==> config.mk <==
export PLATFORM = sky130hd
export DESIGN_NAME = sync_fifo
export DESIGN_NICKNAME = d
export VERILOG_FILES = /design/src/rtl/sync_fifo.sv
export SDC_FILE = /design/constraint.sdc
export NUM_CORES = 1
export LEC_CHECK = 0
export ABC_CLOCK_PERIOD_IN_PS = 5000
export BUFFER_PORTS_ARGS = -buffer_cell sky130_fd_sc_hd__buf_4
export CAP_MARGIN = 10
export CORE_MARGIN = 3
export CORE_UTILIZATION = 35
export CTS_BUF_LIST = sky130_fd_sc_hd__clkbuf_16
export CTS_CLUSTER_DIAMETER = 40
export DETAILED_ROUTE_END_ITERATION = 10
export GPL_TIMING_DRIVEN = 1
export PLACE_DENSITY = 0.59
export SETUP_SLACK_MARGIN = 0.4
export SLEW_MARGIN = 20
export SYNTH_ARGS = -nofsm -noshare
export SYNTH_HDL_FRONTEND = slang
export SYNTH_SLANG_ARGS = --single-unit
==> constraint.sdc <==
create_clock -name clk -period 5 [get_ports clk]
set_input_delay 0.75 -clock clk [delete_from_list [all_inputs] [get_ports clk]]
set_output_delay 0.75 -clock clk [all_outputs]
set_load 0.1 [all_outputs]
==> src/rtl/sync_fifo.sv <==
// Single-clock FIFO with registered read data, empty/full flags and occupancy count.
// Simultaneous read and write is accepted even when full, since the read frees the slot being written.
module sync_fifo #(
  parameter int DATA_WIDTH = 8,
  parameter int DEPTH      = 8,
  parameter int ADDR_WIDTH = 3
) (
  input  logic                  clk,
  input  logic                  rst,
  input  logic [DATA_WIDTH-1:0] data_in,
  input  logic                  wr,
  input  logic                  rd,
  output logic [DATA_WIDTH-1:0] data_out,
  output logic                  empty,
  output logic                  full,
  output logic [ADDR_WIDTH:0]   fifo_cnt
);

  localparam logic [ADDR_WIDTH:0] FULL_CNT = (ADDR_WIDTH+1)'(DEPTH);

  logic [DATA_WIDTH-1:0] mem [DEPTH];
  logic [ADDR_WIDTH-1:0] wr_ptr;
  logic [ADDR_WIDTH-1:0] rd_ptr;
  logic                  wr_en;
  logic                  rd_en;

  assign empty = (fifo_cnt == '0);
  assign full  = (fifo_cnt == FULL_CNT);

  always_comb begin
    wr_en = 1'b0;
    rd_en = 1'b0;
    wr_en = wr && (!full || rd);
    rd_en = rd && !empty;
  end

  // Storage is intentionally not reset; only pointers and count define validity.
  always_ff @(posedge clk) begin
    if (wr_en) mem[wr_ptr] <= data_in;
  end

  always_ff @(posedge clk or negedge rst) begin
    if (!rst) begin
      wr_ptr   <= '0;
      rd_ptr   <= '0;
      fifo_cnt <= '0;
      data_out <= '0;
    end else begin
      if (wr_en) wr_ptr <= wr_ptr + 1'b1;
      if (rd_en) begin
        data_out <= mem[rd_ptr];
        rd_ptr   <= rd_ptr + 1'b1;
      end
      case ({wr_en, rd_en})
        2'b10:   fifo_cnt <= fifo_cnt + 1'b1;
        2'b01:   fifo_cnt <= fifo_cnt - 1'b1;
        default: fifo_cnt <= fifo_cnt;
      endcase
    end
  end

endmodule

======== Word-level counts from Yosys, hierarchy flattened ========
Memory sizes are Yosys's and may differ from the RTL's. A register that Yosys moved wholly into a read port is not among the register bits.
Index checks and enable logic that the tools add are counted.
storage, ports and cells
  memory bits (read-only) ................. 0
  bits of input ports ..................... 12
  register bits ........................... 10
  memories kept ........................... 1
  RAM bits ................................ 64
  output and inout port bits .............. 14
  latch bits .............................. 0
  logic and storage cells ................. 22
memory list
  name  depth  bits a word  rd ports  clocked after memory_dff  wr ports  RTL line  text
  mem   8      8            1         1                         1         21        logic [DATA_WIDTH-1:0] mem [DEPTH];
cells by class
  multiply operators ...................... 0
  reduce and logical (&&, ||, !) cells .... 8
  divide/modulo/power cells ............... 0
  bitwise gates (word level) .............. 0
  $add $sub $neg .......................... 4
  eq/ne operators ......................... 3
  magnitude comparators ................... 0
  muxes and demuxes ....................... 3
  shift-type cells ........................ 0
operator list
  kind                                                  count
  one-hot mux 4 bit (2 select lines)                    1
  adder 3 x 1 -> 3 bit (second input constant)          2
  adder 4 x 1 -> 4 bit (second input constant)          1
  equality test 4 bit (second input constant)           1
  logical NOT 4 bit                                     1
  subtractor 4 x 1 -> 4 bit (second input constant)     1
  logical NOT 1 bit                                     3
  equality test 2 x 1 -> 1 bit (second input constant)  1
  equality test 2 bit (second input constant)           1
  logical AND 1 bit                                     2
  two-way mux 1 bit                                     2
  nonzero test 2 bit                                    1
  logical OR 1 bit                                      1

======== Logic depth before layout (Yosys ltp) ========
Gate-level depths: netlist of run 1.
  word-level depth ........................ 6
  depth in mapped cells ................... 9
  gate-level depth less buffers ........... 9

======== Least setup slack after synthesis of run 1 ========
No wires, ideal clock.
  kind .................................... flip-flop to output port
  start point ............................. register fifo_cnt[0]
  end point ............................... output empty
  setup slack ............................. 0.399 ns
  cell stages (with the launch flop) ...... 2
  required time ........................... 4.250 ns
  path buffers ............................ 0
  data arrival time ....................... 3.851 ns
  cells stage by stage .................... dfrtp_1 > nor4_1
on the way
  cells in the longest elaborated chain, start to end .. 1
RTL lines
  item                    RTL line  text
  from (decl)             16        output logic [ADDR_WIDTH:0] fifo_cnt
  from (signal assigned)  55        2'b10: fifo_cnt <= fifo_cnt + 1'b1;
  from (signal assigned)  56        2'b01: fifo_cnt <= fifo_cnt - 1'b1;
  from (signal assigned)  57        default: fifo_cnt <= fifo_cnt;
  logical NOT 4 bit       27        assign empty = (fifo_cnt == '0);
  to (decl)               14        output logic empty,
Every way passes these cells.

======== Worst setup path after layout of run 1 ========
  start point ............................. register fifo_cnt[0]
  end point ............................... register fifo_cnt[3]
RTL lines
  item                                                                      RTL line  text
  logical NOT 4 bit (*)                                                     27
  logical NOT 1 bit (*)                                                     34        rd_en = rd && !empty;
  logical AND 1 bit (*)                                                     34
  net rd_en                                                                 25        logic rd_en;
  equality test 2 x 1 -> 1 bit or equality test 2 bit (tied branches)       54        case ({wr_en, rd_en})
  one-hot mux 4 bit (2 select lines) or nonzero test 2 bit (tied branches)  --
The timed path passes the listed nets; every way through them passes the cells marked *.
A chain may end at the register's enable or synchronous reset.

==> impl_metrics.tcl, run 1 <==
set metrics [dict create \
    yosysUniqueCellTypes 34 \
    r2r_end "fifo_cnt[3]" \
    yosysSeqAreaShare 0.699 \
    worst_setup_path_start_kind "flop" \
    initial_utilization 0.364 \
    outcome "completed" \
    critPathCaptureType "flop" \
    grtUsageTotal 0.124 \
    startpoint "fifo_cnt[0]" \
    synthSimpleGateAreaFrac 0.0601 \
    postCtsSetupBuffers 0 \
    fin_crit_sh 0.588 \
    pre_cts_ws_ps 1990 \
    setup_ws_ps 2060 \
    dr_wl_met3_um 141 \
    placedCellCount 365 \
    r2r_slack_ps 2060 \
    fmax_mhz 340 \
    cts-buffers-inserted 9 \
    synth-async-reset-ratio 0.220 \
    vias_per_cell 4.80 \
    fin_util 0.433 \
    endpoint "fifo_cnt[3]" \
    synth_area_sq_um 3390 \
    syn_to_final_growth_pct 19.1 \
    synth_edf_count 64 \
    synth_top_family_by_area "multiplexers" \
    fin_cells 381 \
    synthAdderAreaFrac 0.0243 \
    layout-drive-gt1-share 0.270 \
    clock_skew_ps 4.47 \
    wl_mm 6.47 \
    worstMarginPinSlew_ps 939 \
    required_ps 5210 \
    layout_common_cells "64 x edfxtp_1, 28 x buf_4, 20 x nand2_1" \
    synth_nets 234 \
    placed_area_sq_um 3740 \
    maxSlewHeadroom 0.372 \
    cts-root-buf "clkbuf_16" \
    period_needed_ps 2940 \
    cts_sinks 82 \
    gp_congestion 0.726 \
    synth-compound-area-share 0.0712 \
    leakage_nw 1.49 \
    drc 0 \
    die_h_um 104 \
    totalPowerFinal_mw 2.80 \
    rsz0062_at_grt "false" \
    setup_viol 0 \
    grt_max_degree 35 \
    coreArea_sq_um 9330 \
    clk_pin_slew_ps 60 \
    ys_ff_latch 82 \
    min_path_type "input pin to asynchronous set/reset pin" \
    maxCapViolations 0 \
    whs_ps 287 \
    netlist_instances 216 \
    hold_buffers 0 \
    synth_area_per_cell_sq_um 15.7 \
    cp_max_fo 19 \
    met1_length_mm 3.11 \
    cts_resized 0 \
    cts_tree "built" \
    final_common_cell "edfxtp_1" \
    final_nets 265 \
    antenna_found_initial 0 \
    clockBufferDepth 2 \
    maxSlewViolCount 0 \
    worstSetupPathType "flop to flop" \
    vias 1830 \
    grt_pass1_wl_mm 10.2 \
    ys.flop_type "edfxtp_1" \
    r2r_start "fifo_cnt[0]" \
    numPortBuffers 25 \
    hold_viol 0 \
    ys.warnings.count 0 \
    drt_pass1_iterations 4 \
    die_area_sq_um 10900 \
    synthMuxAreaShare 0.103 \
    avgRoutedWirePerCell_um 17.0 \
    num_rows 35 \
    wl_met2_mm 3.13 \
    hpwlAfterDp_mm 3.99 \
    ant_nets 0 \
    critPathArrivalTime_ps 3150 \
    grt_pass1_vias 1837 \
    fp.dieW_um 104 \
    htree_levels 3 \
    drt_iter0_markers 125 \
    finalSetupTns_ps 0 \
    num_antenna_cells 0 \
    irDropWorstVdd_v 0.000296 \
    fin_area_sq_um 4040 \
    highest_layer "met4" \
    yosys.area_share.xor_xnor 0.0155 \
    power-per-cell-area_nw_per_um2 693 \
    overflow 0 \
    worstSkewPairLatency_ps 330 \
    io_pins 26 \
    reg2reg_depth 7 \
]
==> layout make-up <==
cell class,instances,area (sq um)
clock buffers,9,225
inverters,8,35.0
clock inverters,7,76.3
repair buffers,28,210
multi-input cells,118,958
flip-flops and latches,82,2370
well taps,129,161
fillers,839,5290
==> cells by family after synthesis <==
group | Yosys count
flops | 82
simple gates | 42
mux | 33
compound gates | 31
buf+inv | 16
xor+xnor | 6
fa+ha+maj | 6
==> registers in the layout, summed over array words and instances, names as in the netlist <==
register and count:
data_out 8, fifo_cnt 4, mem 64, rd_ptr 3
wr_ptr 3
==> how the worst min path moves through the flow <==
stage | startpoint | end | slack, ps | cells past startpoint
final | rst | fifo_cnt[1] | 290 | 1
after floorplan | rst | data_out[0] | 450 | 0
after detailed placement | data_out[7] | data_out[7] | 480 | 2
after global placement | data_out[7] | data_out[7] | 470 | 2
after CTS | rst | data_out[4] | 280 | 1
after global routing | rst | data_out[4] | 300 | 1
==> critical path, stage by stage, from the launching register on <==
cell	delay, ps
dfrtp_1	480
o41ai_4	870
inv_1	170
ha_1	330
ha_1	300
a21oi_1	210
o21ai_0	130
o311ai_0	330
==> synth_stat cells, drive strengths merged, types with 2 or more instances <==
cell,count,area share
edfxtp,64,0.57
nand2,21,0.024
dfrtp,18,0.13
mux2i,17,0.050
mux2,16,0.053
o21ai,11,0.016
a221o,8,0.024
o22ai,8,0.015
inv,7,0.0077
buf,6,0.014
ha,5,0.018
nor3,5,0.0074
xnor2,5,0.013
nand2b,4,0.0074
nor2,4,0.0044
nor4,3,0.0055
clkbuf,2,0.0022
==> layer usage <==
layer,vias up,track usage
met1,908,0.168
met2,29,0.196
li1,887,-
met4,0,0.0598
met3,6,0.0199
met5,-,0
==> power by group <==
part / internal [mW] / switching (mW) / leakage [nW]
clock: 0.390 / 0.270 / 0.144
combinational: 0.345 / 0.790 / 0.550
sequential: 0.893 / 0.110 / 0.796
No activity file was read; power rests on OpenSTA's default activity.
==> run 2, diff against run 1 <==
--- a/config.mk
+++ b/config.mk
@@ -5,7 +5,7 @@
 export SDC_FILE = /design/constraint.sdc
 export NUM_CORES = 1
 export LEC_CHECK = 0
-export ABC_CLOCK_PERIOD_IN_PS = 5000
+export ABC_CLOCK_PERIOD_IN_PS = 2630
 export BUFFER_PORTS_ARGS = -buffer_cell sky130_fd_sc_hd__buf_4
 export CAP_MARGIN = 10
 export CORE_MARGIN = 3
@@ -14,7 +14,7 @@
 export CTS_CLUSTER_DIAMETER = 40
 export DETAILED_ROUTE_END_ITERATION = 10
 export GPL_TIMING_DRIVEN = 1
-export PLACE_DENSITY = 0.59
+export PLACE_DENSITY = 0.61
 export SETUP_SLACK_MARGIN = 0.4
 export SLEW_MARGIN = 20
 export SYNTH_ARGS = -nofsm -noshare
==> constraint.sdc (replaced) <==
create_clock -name clk -period 2.63 [get_ports clk]
set_input_delay 0.3945 -clock clk [delete_from_list [all_inputs] [get_ports clk]]
set_output_delay 0.3945 -clock clk [all_outputs]
set_load 0.1 [all_outputs]
==> impl_metrics.tcl, run 2 (synthesized netlist as in run 1, its figures left out) <==
set metrics [dict create \
    antenna_found_initial 0 \
    cp_max_fo 3 \
    finalSetupTns_ps 0 \
    initial_utilization 0.364 \
    maxSlewHeadroom 0.505 \
    reg.largest.list "mem (64), data_out (8), fifo_cnt (4)" \
    nFillCells 821 \
    fmax_mhz 433 \
    layout-drive-gt1-share 0.358 \
    clk_pin_slew_ps 60 \
    overflow 0 \
    hold_path_depth 1 \
    r2r_slack_ps 320 \
    vias 1923 \
    p_clk_frac 0.222 \
    crit_top_cell "ha_4" \
    r2r_end "fifo_cnt[3]" \
    drt_iter0_markers 60 \
    crit_chain "or4b_4 > o21a_4 > clkinv_4 > ha_4 > ha_4 > inv_2 > or3_1 > nand4b_1 > o311ai_1" \
    clock_skew_ps 6.11 \
    worstSetupPathType "flop to flop" \
    irDropWorstVdd_v 0.000500 \
    grtUsageTotal 0.127 \
    num_rows 35 \
    die_h_um 104 \
    fp.dieW_um 104 \
    worstMarginPinSlew_ps 741 \
    swShare 0.409 \
    max_stage_delay_ps 550 \
    hp-start "data_in[1]" \
    drc 0 \
    worstSkewPairLatency_ps 330 \
    cts_tree "built" \
    ant_nets 0 \
    cts-buffers-inserted 9 \
    period_needed_ps 2310 \
    power-per-cell-area_nw_per_um2 1280 \
    switchingPower_mw 2.22 \
    die_area_sq_um 10900 \
    maxCapViolations 0 \
    avgRoutedWirePerCell_um 16.6 \
    critPathArrivalTime_ps 2510 \
    cts_sinks 82 \
    holdPathEnd "mem[1][1]" \
    largest_reg_flops 64 \
    final_common_cell "edfxtp_1" \
    critPathCaptureType "flop" \
    required_ps 2830 \
    outcome "completed" \
    cts-root-buf "clkbuf_16" \
    comb_power_share 0.428 \
    clockBufferDepth 2 \
    p_int_mw 3.22 \
    totalPowerFinal_mw 5.44 \
    fin_crit_sh 0.878 \
    grt_pass1_wl_mm 10.4 \
    htree_levels 3 \
    hpwlAfterDp_mm 4.00 \
    numPortBuffers 25 \
    maxSlewViolCount 0 \
    vias_per_cell 4.84 \
    layout_common_cells "64 x edfxtp_1, 42 x buf_4, 20 x nand2_1" \
    p_seq_frac 0.351 \
    reg2reg_depth 9 \
    grt_pass1_vias 1860 \
    setup_viol 0 \
    num_antenna_cells 0 \
    wl_mm 6.59 \
    gp_congestion 0.719 \
    coreArea_sq_um 9330 \
    io_pins 26 \
    leakage_nw 1.58 \
    largest-register "mem" \
    drt_pass1_iterations 4 \
    hold_viol 0 \
    syn_to_final_growth_pct 24.8 \
    rsz0062_at_grt "true" \
    final_nets 281 \
    min_path_type "input pin to flop" \
    worst_setup_path_start_kind "flop" \
    grt_max_degree 35 \
    r2r_start "fifo_cnt[1]" \
    cp_slowest_cell "or4b_4" \
]
==> run 2: changes by cell type in the layout (fill, tap and decap cells not counted), moves of 3 or more <==
cell / before / now
ha_4: 0 / 3
dfrtp_1: 18 / 14
ha_1: 5 / 2
buf_4: 28 / 42
dfrtp_4: 0 / 3
inv_2: 0 / 3
==> run 2: metal layers <==
layer / part of all wire / track usage / wire, um
met1: 0.44 / 0.167 / 2890
met5: 0 / 0 / 0
met4: 0.010 / 0.0570 / 68
met2: 0.52 / 0.202 / 3410
met3: 0.034 / 0.0248 / 221
==> run 2: layout make-up <==
class                      count  area, sq um  share of cell area
multi-input combinational    118         1030               0.243
clock buffer                   9          225              0.0532
inverter                       8         35.0             0.00827
timing repair buffer          44          337              0.0795
sequential                    82         2380               0.563
clock inverter                 7         63.8              0.0151
tap                          129          161              0.0381
==> run 2: power groups by stage <==
stage | Clock (mW) | Combinational, mW | Sequential [mW]
4_1_cts | 1.25 | 2.34 | 1.91
3_5_place_dp | 0 | 2.22 | 1.97
3_3_place_gp | 0 | 2.19 | 1.96
5_1_grt | 1.30 | 2.49 | 1.94
2_1_floorplan | 0 | 1.07 | 2.61
6_report | 1.21 | 2.33 | 1.91
==> run 2: timing repair <==
action | in CTS | in global routing
endpoints found under the hold margin | 18 | 0
hold buffers | 1 | 0
resized for setup | 5 | 4
buffers inserted | 6 | 2
endpoints found under the setup margin | 3 | 3
pin swaps | 7 | 3
==> run 2: worst max-delay path by stage <==
stage                startpoint          end  slack, ps  depth (start not counted)
global route        fifo_cnt[1]  fifo_cnt[3]        250                          9
floorplan           fifo_cnt[0]  fifo_cnt[3]        130                          9
CTS                 fifo_cnt[1]  fifo_cnt[1]        330                          8
finish              fifo_cnt[1]  fifo_cnt[3]        320                          9
global placement    fifo_cnt[0]  fifo_cnt[3]        240                          8
detailed placement  fifo_cnt[0]  fifo_cnt[3]        160                          8
==> run 2: stage by stage <==
| step | util | cell area, sq um | std cells | hold WS [ps] | setup WS (ps) |
|---|---|---|---|---|---|
| finish | 0.454 | 4230 | 397 | 298 | 321 |
| global route | 0.454 | 4230 | 397 | 287 | 247 |
| CTS | 0.451 | 4200 | 395 | 285 | 326 |
| detailed placement | 0.411 | 3840 | 372 | 294 | 159 |
| global placement | 0.411 | 3840 | 372 | 293 | 239 |
| floorplan | - | 3460 | 216 | 98.9 | 128 |
==> run 2: worst max-delay path, delay by kind of cell (launching register included) <==
| kind | cells | cell delay, ps |
|---|---|---|
| AND/OR/NAND/NOR | 3 | 990 |
| flip-flops | 1 | 480 |
| AO/OA/AOI/OAI | 2 | 310 |
| adder cells (fa/ha/maj) | 2 | 300 |
| buffers and inverters | 2 | 90 |
